File: config.mk
export PLATFORM = sky130hd
export DESIGN_NAME = skolem_check_bvugt_bvmul
export DESIGN_NICKNAME = d
export VERILOG_FILES = /design/src/rtl/skolem_check_bvugt_bvmul.sv
export SDC_FILE = /design/constraint.sdc
export NUM_CORES = 1
export LEC_CHECK = 0
export ABC_CLOCK_PERIOD_IN_PS = 3650
export BUFFER_PORTS_ARGS = -buffer_cell sky130_fd_sc_hd__buf_4
export CORE_UTILIZATION = 30
export CTS_CLUSTER_SIZE = 20
export DETAILED_ROUTE_END_ITERATION = 10
export PLACE_DENSITY = 0.46
export SKIP_CTS_REPAIR_TIMING = 1
export SYNTH_ARGS = -nofsm -noshare
export SYNTH_HDL_FRONTEND = slang
export SYNTH_SLANG_ARGS = --single-unit
File: constraint.sdc
create_clock -name clk -period 3.65 [get_ports clk]
set_clock_uncertainty 0.1 [all_clocks]
set_input_delay 0.73 -clock clk [delete_from_list [all_inputs] [get_ports clk]]
set_output_delay 0.73 -clock clk [all_outputs]
set_load 0.01 [all_outputs]
File: src/rtl/skolem_check_bvugt_bvmul.sv
// Checks a candidate Skolem witness x for (x*s mod 2^W) >u t with one serial shift-add
// multiplier. If x fails, it scans y = 0..2^W-1 for any witness. Verdict: PASS, WRONG or VACUOUS.
module skolem_check_bvugt_bvmul #(
  parameter int W  = 4,
  parameter int CW = 16
) (
  input  logic          clk,
  input  logic          rst_n,
  input  logic          in_valid,
  output logic          in_ready,
  input  logic [W-1:0]  s,
  input  logic [W-1:0]  t,
  input  logic [W-1:0]  x,
  output logic          out_valid,
  input  logic          out_ready,
  output logic [1:0]    verdict,
  output logic [W-1:0]  product,
  output logic [W-1:0]  witness,
  output logic [CW-1:0] pass_cnt,
  output logic [CW-1:0] fail_cnt,
  output logic [1:0]    dbg_state
);
  // Handshakes: a transfer happens on a rising edge where valid and ready are both high.
  // in_ready is high only in IDLE. out_valid is high only in DONE, and results are held until out_ready.
  localparam int BW = (W > 1) ? $clog2(W) : 1;
  localparam logic [1:0] V_PASS = 2'b00;
  localparam logic [1:0] V_WRONG = 2'b01;
  localparam logic [1:0] V_VAC = 2'b10;
  localparam logic [W:0] Y_LAST = {1'b0, {W{1'b1}}};
  localparam logic [BW-1:0] BIT_LAST = BW'(W - 1);
  localparam logic [CW-1:0] CNT_MAX = {CW{1'b1}};

  typedef enum logic [1:0] {IDLE, EVAL_X, SEARCH, DONE} state_t;

  state_t        state_q, state_d;
  logic [W-1:0]  s_q, s_d, t_q, t_d, x_q, x_d, acc_q, acc_d;
  logic [BW-1:0] bit_q, bit_d;
  logic [W:0]    y_q, y_d;
  logic [1:0]    verdict_q, verdict_d;
  logic [W-1:0]  product_q, product_d, witness_q, witness_d;
  logic [CW-1:0] pass_cnt_q, pass_cnt_d, fail_cnt_q, fail_cnt_d;

  logic [W-1:0]  y_lo, addend, acc_sum;
  logic          mult_bit, hit, last_bit;

  // EVAL_X and SEARCH share one datapath. The only difference is which word supplies the multiplier bits.
  always_comb begin
    y_lo     = y_q[W-1:0];
    mult_bit = (state_q == EVAL_X) ? x_q[bit_q] : y_lo[bit_q];
    addend   = mult_bit ? (s_q << bit_q) : '0;
    acc_sum  = acc_q + addend;
    hit      = acc_sum > t_q;
    last_bit = bit_q == BIT_LAST;
  end

  always_comb begin
    state_d    = state_q;
    s_d        = s_q;
    t_d        = t_q;
    x_d        = x_q;
    acc_d      = acc_q;
    bit_d      = bit_q;
    y_d        = y_q;
    verdict_d  = verdict_q;
    product_d  = product_q;
    witness_d  = witness_q;
    pass_cnt_d = pass_cnt_q;
    fail_cnt_d = fail_cnt_q;
    case (state_q)
      IDLE: begin
        if (in_valid) begin
          s_d     = s;
          t_d     = t;
          x_d     = x;
          acc_d   = '0;
          bit_d   = '0;
          y_d     = '0;
          state_d = EVAL_X;
        end
      end
      EVAL_X: begin
        acc_d = acc_sum;
        bit_d = bit_q + BW'(1);
        if (last_bit) begin
          product_d = acc_sum;
          acc_d     = '0;
          bit_d     = '0;
          if (hit) begin
            verdict_d = V_PASS;
            witness_d = x_q;
            state_d   = DONE;
          end else begin
            y_d     = '0;
            state_d = SEARCH;
          end
        end
      end
      SEARCH: begin
        acc_d = acc_sum;
        bit_d = bit_q + BW'(1);
        if (last_bit) begin
          acc_d = '0;
          bit_d = '0;
          if (hit) begin
            verdict_d = V_WRONG;
            witness_d = y_lo;
            state_d   = DONE;
          end else if (y_q == Y_LAST) begin
            verdict_d = V_VAC;
            witness_d = '0;
            state_d   = DONE;
          end else begin
            y_d = y_q + (W+1)'(1);
          end
        end
      end
      DONE: begin
        if (out_ready) begin
          state_d = IDLE;
          if (verdict_q == V_PASS && pass_cnt_q != CNT_MAX) pass_cnt_d = pass_cnt_q + CW'(1);
          if (verdict_q == V_WRONG && fail_cnt_q != CNT_MAX) fail_cnt_d = fail_cnt_q + CW'(1);
        end
      end
      default: state_d = IDLE;
    endcase
  end

  always_ff @(posedge clk or negedge rst_n) begin
    if (!rst_n) begin
      state_q    <= IDLE;
      s_q        <= '0;
      t_q        <= '0;
      x_q        <= '0;
      acc_q      <= '0;
      bit_q      <= '0;
      y_q        <= '0;
      verdict_q  <= '0;
      product_q  <= '0;
      witness_q  <= '0;
      pass_cnt_q <= '0;
      fail_cnt_q <= '0;
    end else begin
      state_q    <= state_d;
      s_q        <= s_d;
      t_q        <= t_d;
      x_q        <= x_d;
      acc_q      <= acc_d;
      bit_q      <= bit_d;
      y_q        <= y_d;
      verdict_q  <= verdict_d;
      product_q  <= product_d;
      witness_q  <= witness_d;
      pass_cnt_q <= pass_cnt_d;
      fail_cnt_q <= fail_cnt_d;
    end
  end

  assign in_ready  = state_q == IDLE;
  assign out_valid = state_q == DONE;
  assign verdict   = verdict_q;
  assign product   = product_q;
  assign witness   = witness_q;
  assign pass_cnt  = pass_cnt_q;
  assign fail_cnt  = fail_cnt_q;
  assign dbg_state = state_q;
endmodule

== Word-level counts from Yosys, hierarchy flattened ==
Index checks and enable logic that the tools add are counted.
Operators by class
  shift-type cells: 1
  reductions and logical operators: 16
  $add $sub $neg: 5
  order comparisons: 2
  multiplexer cells: 39
  equality and inequality tests: 17
Operators with widths (count)
  $add A16 B1 Y16 const B: 2
  $mux W4: 8
  $ne A16 B16 Y1 const B: 2
  $mux W5: 6
  $mux W2: 13
  $pmux W4 S2: 2
  $pmux W5 S3: 1
  $ne A2 B2 Y1 const B: 7
  $reduce_and A5 Y1: 2
  $pmux W2 S2: 2
  $pmux W2 S4: 1
  $reduce_and A7 Y1: 1
  $eq A2 B2 Y1 const B: 3
  $reduce_and A2 Y1: 3
  $reduce_and A3 Y1: 2
  $add A5 B1 Y5 const B: 1
  $eq A5 B4 Y1 const B: 1
  $add A4 B4 Y4: 1
  $bmux W1 S2: 2
  $eq A2 B1 Y1 const B: 2
  $gt A4 B4 Y1: 1
  $logic_not A2 Y1: 2
  $mux W1: 4
  $reduce_bool A2 Y1: 2
  other kinds (8): 9
Word-level totals
  input bits: 16
  register bits after elaboration: 67
  word-level logic and storage cells: 92
  output and inout port bits: 46

== Depth between registers and ports, before layout ==
  word-level depth: 9
  depth in mapped cells: 19
  gate-level depth less buffers: 18

== Worst setup path before layout ==
No wires, ideal clock.
  path kind: reg2reg
  start: reg state_q[1], in the netlist dbg_state[1]
  end: reg state_q[0], in the netlist dbg_state[0]
  cell stages (with the launch flop): 18
  path buffers: 1
  clock period less this slack: 4.047 ns
  setup time: 0.138 ns
  arrival: 3.809 ns
  path slack: -0.397 ns
  required time: 3.412 ns
  path through: dfrtp_1 -> inv_1 -> ha_1 -> clkbuf_1 -> and3_1 -> a311o_1 -> a211oi_1 -> ha_1 -> a21oi_1 -> xnor2_1 -> xnor2_1 -> inv_1 -> ha_1 -> and4_1 -> a21oi_1 -> o21ai_0 -> a2111oi_0 -> a21oi_1
Between the ends
  longest elaborated chain between the ends: 8
  elaborated cells between the ends (all ways): 19
  classes of those cells: 1 x add/sub; 1 x order compare; 8 x eq/ne; 7 x mux; 2 x reduce/logical
RTL lines
  start, declared: RTL line 35  | state_t state_q, state_d;
  start signal, assigned: RTL line 143  | state_q <= state_d;
  $eq A2 B1 Y1 (*): RTL line 49  | mult_bit = (state_q == EVAL_X) ? x_q[bit_q] : y_lo[bit_q];
  $mux W1 (*): RTL line 49
  $mux W4 (*): RTL line 50  | addend = mult_bit ? (s_q << bit_q) : '0;
  $add A4 B4 Y4 (*): RTL line 51  | acc_sum = acc_q + addend;
  via acc_sum[3]: RTL line 43  | logic [W-1:0] y_lo, addend, acc_sum;
  $gt A4 B4 Y1 (*): RTL line 52  | hit = acc_sum > t_q;
  $mux W2 / $mux W1 (equally long branches): RTL line 104, 88
  $mux W2 (on tied branches): RTL line 101, 84
  $pmux W2 S4: RTL line 69  | case (state_q)
The timed path passes the listed nets; every way through them passes the cells marked *. The select of a mux whose other input is x is not followed.
A chain may end at the register's enable or synchronous reset.

== Worst setup path after layout ==
  start: reg state_q[0], in the netlist dbg_state[0]
  end: reg y_q[2]
Between the ends
  longest elaborated chain between the ends: 7
  elaborated cells between the ends (all ways): 16
  classes of those cells: 1 x add/sub; 1 x order compare; 8 x eq/ne; 3 x mux; 3 x reduce/logical
RTL lines
  $eq A2 B1 Y1 (*): RTL line 49
  $mux W1 (*): RTL line 49
  $mux W4 (*): RTL line 50
  $add A4 B4 Y4 (*): RTL line 51
  via acc_sum[3]: RTL line 43
  $gt A4 B4 Y1 (*): RTL line 52
  $ne A2 B2 Y1 (no line)
  $reduce_and A7 Y1 (no line) (*)
  end signal, assigned: RTL line 149  | y_q <= y_d;
  end, declared: RTL line 38  | logic [W:0] y_q, y_d;
The timed path passes the listed nets; every way through them passes the cells marked *.

==> results.yml <==
status:
  status: "finished with violations"
  violations: "negative setup slack"
timing:
  setup_viol: 11
  fmax_ghz: 0.2671
  worst_slew_pin_slew_ns: 0.8670
  period_needed_ns: 3.744
  setup_slack_ns: -0.09367
  final-max-slew-violation-count: 0
  fin_crit_sh: 1.026
  rsz0062_at_grt: "true"
  slew_headroom: 0.4220
  hold_viol: 0
detailed_routing:
  dr.first_iter.drc_count: 114
  antenna_left: 0
  drtPass1Iterations: 4
  routed-via-count: 2796
  routed_via_density: 4.837
  wire_per_inst_um: 14.52
  wl_um: 8391
  drc_errors: 0
layout:
  multiInputGateArea_um2: 1843
  area_delta_synth_final_pct: 38.43
  diodes: 0
  nets: 466
  final_util: 0.4351
  fillers: 1097
  layout-drive-gt1-share: 0.3470
  final_common_cell: "buf_4"
  final_cell_mix: "89 x buf_4, 65 x dfrtp_1, 36 x nand2_1"
  regArea_um2: 1679
place:
  place_congestion: 0.7919
  port_buffers: 61
  dp_hpwl_um: 5988
power:
  power_frac_clock: 0.549
  combPwrFrac: 0.016
  p_per_area_nw_per_um2: 355.5
  p_total_mw: 1.706
  ir_drop_mv: 0.1999
  p_sw_mw: 0.3361
  p_sw_frac: 0.1969
  p_int_mw: 1.370
  seq_power_share: 0.436
  power_leakage_nw: 2.340
worst_hold_path:
  hp-class: "reg2reg"
synth:
  synth_flop_cell: "dfrtp_1"
  synthesis.nets: 369
  syn_area_um2: 3467
  synth_cells: 336
  yosys_warnings: 0
  synth.distinct_cells: 47
  avgSynthCellArea_um2: 10.32
  synth_edf_count: 0
  async_flop_share: 1.000
  synth-seq-cells: 67
  yosysSeqAreaShare: 0.4836
clock_network:
  cts-htree-levels: 3
  clk_pin_slew_ns: 0.06
  cts.sinks: 67
  cts_made_buffers: 9
  tritoncts: "yes"
  cts_root_buffer: "clkbuf_16"
  clk-insertion-delay-late_ns: 0.34
  cts_buffer_depth: 2
grt:
  first_global_vias: 2649
  overflow: 0
  grt_max_degree: 68
  grtUsageTotal: 0.1481
  grt_first_pass_wirelength_um: 13390
  antenna_found_initial: 0
worst_setup_path:
  path_class: "reg2reg"
  crit_required_ns: 3.77
  crit_path_end_kind: "flip-flop"
  cp-start-kind: "flip-flop"
  arrival_ns: 3.86
  ff2ff_setup_slack_ns: -0.09
  crit_fanout: 6
flow_run:
  maxCapViolCount: 0
die:
  initial_core_util: 0.3143
  die_height_um: 109.5
  core_um2: 11030
  dieWidth_um: 109.5
  die_area_um2: 11990
  io_pins: 62
  rows: 38
==> cells by family (layout without fill, tap and decap cells) <==
kind of cell,count (synthesis),after routing,synth area share
AO/OA/AOI/OAI,63,64,0.1173
XOR/XNOR,28,28,0.07073
adder cells (fa/ha/maj),17,17,0.06351
buffers and inverters,26,127,0.03067
flip-flops,67,67,0.4836
multiplexers,23,23,0.07218
AND/OR/NAND/NOR,112,112,0.1620
==> metrics by stage <==
stage                     instances  TNS [ns]  hold WS [ns]  setup WS [ns]  area (um^2)
final                           578   -0.6081        0.3848       -0.09367         4800
after global routing            578    -2.781        0.4152        -0.2465         4800
after CTS                       573    -1.997        0.3906        -0.1816         4649
after detailed placement        557    -1.859        0.3788        -0.1792         4329
after global placement          557   -0.3622        0.3769       -0.06106         4329
after floorplan                 336         0        0.3344       0.005756         3542
==> final timing paths <==
| check | startpoint | end | depth (start not counted) |
|---|---|---|---|
| worst max-delay path | dbg_state[0]$_DFFE_PN0P_ | y_q[2]$_DFFE_PN0P_ | 19 |
| worst min-delay path | product[0]$_DFFE_PN0P_ | product[0]$_DFFE_PN0P_ | 2 |
| worst max register to register | dbg_state[0]$_DFFE_PN0P_ | y_q[2]$_DFFE_PN0P_ | 19 |
| worst min register to register | product[0]$_DFFE_PN0P_ | product[0]$_DFFE_PN0P_ | 2 |
| max in group asynchronous | rst_n | dbg_state[1]$_DFFE_PN0P_ | 1 |
| min in group asynchronous | rst_n | bit_q[1]$_DFFE_PN0P_ | 1 |
==> cells in the mapped netlist, drive strengths merged, types with 2 or more instances <==
| cell | instances | area [um^2] |
|---|---|---|
| nand3 | 12 | 60.06 |
| a31oi | 4 | 25.02 |
| clkbuf | 5 | 18.77 |
| and3 | 10 | 62.56 |
| a21oi | 15 | 75.07 |
| nand2b | 3 | 18.77 |
| o211ai | 3 | 22.52 |
| and2b | 2 | 15.01 |
| nor2 | 16 | 60.06 |
| xor2 | 7 | 61.31 |
| mux2i | 7 | 70.07 |
| a21o | 3 | 22.52 |
| nand4b | 2 | 17.52 |
| inv | 19 | 71.32 |
| mux2 | 16 | 180.2 |
| or2 | 4 | 25.02 |
| and4 | 2 | 17.52 |
| or3 | 3 | 18.77 |
| a211oi | 4 | 35.03 |
| a22o | 2 | 17.52 |
| nor2b | 4 | 25.02 |
| dfrtp | 67 | 1677 |
| buf | 2 | 16.26 |
| nand4 | 7 | 43.79 |
| nor3 | 6 | 30.03 |
| o2bb2ai | 3 | 26.28 |
| ha | 16 | 200.2 |
| a32o | 2 | 20.02 |
| xnor2 | 21 | 183.9 |
| nand2 | 37 | 138.9 |
| o21ai | 19 | 95.09 |
==> power groups by stage <==
| stage | combinational (mW) | sequential [mW] | clock (mW) |
|---|---|---|---|
| global route | 0.0314 | 0.743 | 0.999 |
| floorplan | 0.000501 | 0.757 | 0 |
| finish | 0.0270 | 0.743 | 0.936 |
| CTS | 0.0292 | 0.743 | 0.962 |
| global placement | 0.0292 | 0.756 | 0 |
| detailed placement | 0.0292 | 0.756 | 0 |
==> final cells by class <==
cell class | instances | area share
flip-flops and latches | 67 | 0.3498
inverters | 19 | 0.01486
well taps | 140 | 0.03650
repair buffers | 92 | 0.1481
clock inverters | 4 | 0.01538
clock buffers | 12 | 0.05136
multi-input cells | 244 | 0.3840
==> flip-flops by register name (all words and copies together), names as in the netlist <==
name / flops
bit_q: 2
fail_cnt: 16
product: 4
y_q: 5
witness: 4
s_q: 4
acc_q: 4
verdict: 2
dbg_state: 2
pass_cnt: 16
x_q: 4
t_q: 4
==> critical path, cell delays in order, from the launching register on <==
cell and delay (ns):
dfrtp_1 0.40, ha_4 0.18, nor2b_4 0.12, a22o_1 0.22, or3_4 0.38, inv_2 0.07
ha_4 0.19, a21o_1 0.18, a21oi_2 0.13, xnor2_1 0.14, xnor2_1 0.16, inv_1 0.10
ha_4 0.30, and4_4 0.26, a21oi_4 0.05, buf_12 0.14, buf_6 0.11, a21o_1 0.19
o21ai_2 0.12, o31ai_1 0.07
==> layer usage <==
metal  share of wire  wire [um]  track usage  up-vias
li1                -          -            -     1380
met1            0.50       4193       0.2089     1358
met2            0.44       3722       0.2089       45
met3           0.040        336      0.04624       13
met4           0.016        138      0.05905        0
met5               0          0            0        -
Power figures use the tool's default switching activity.
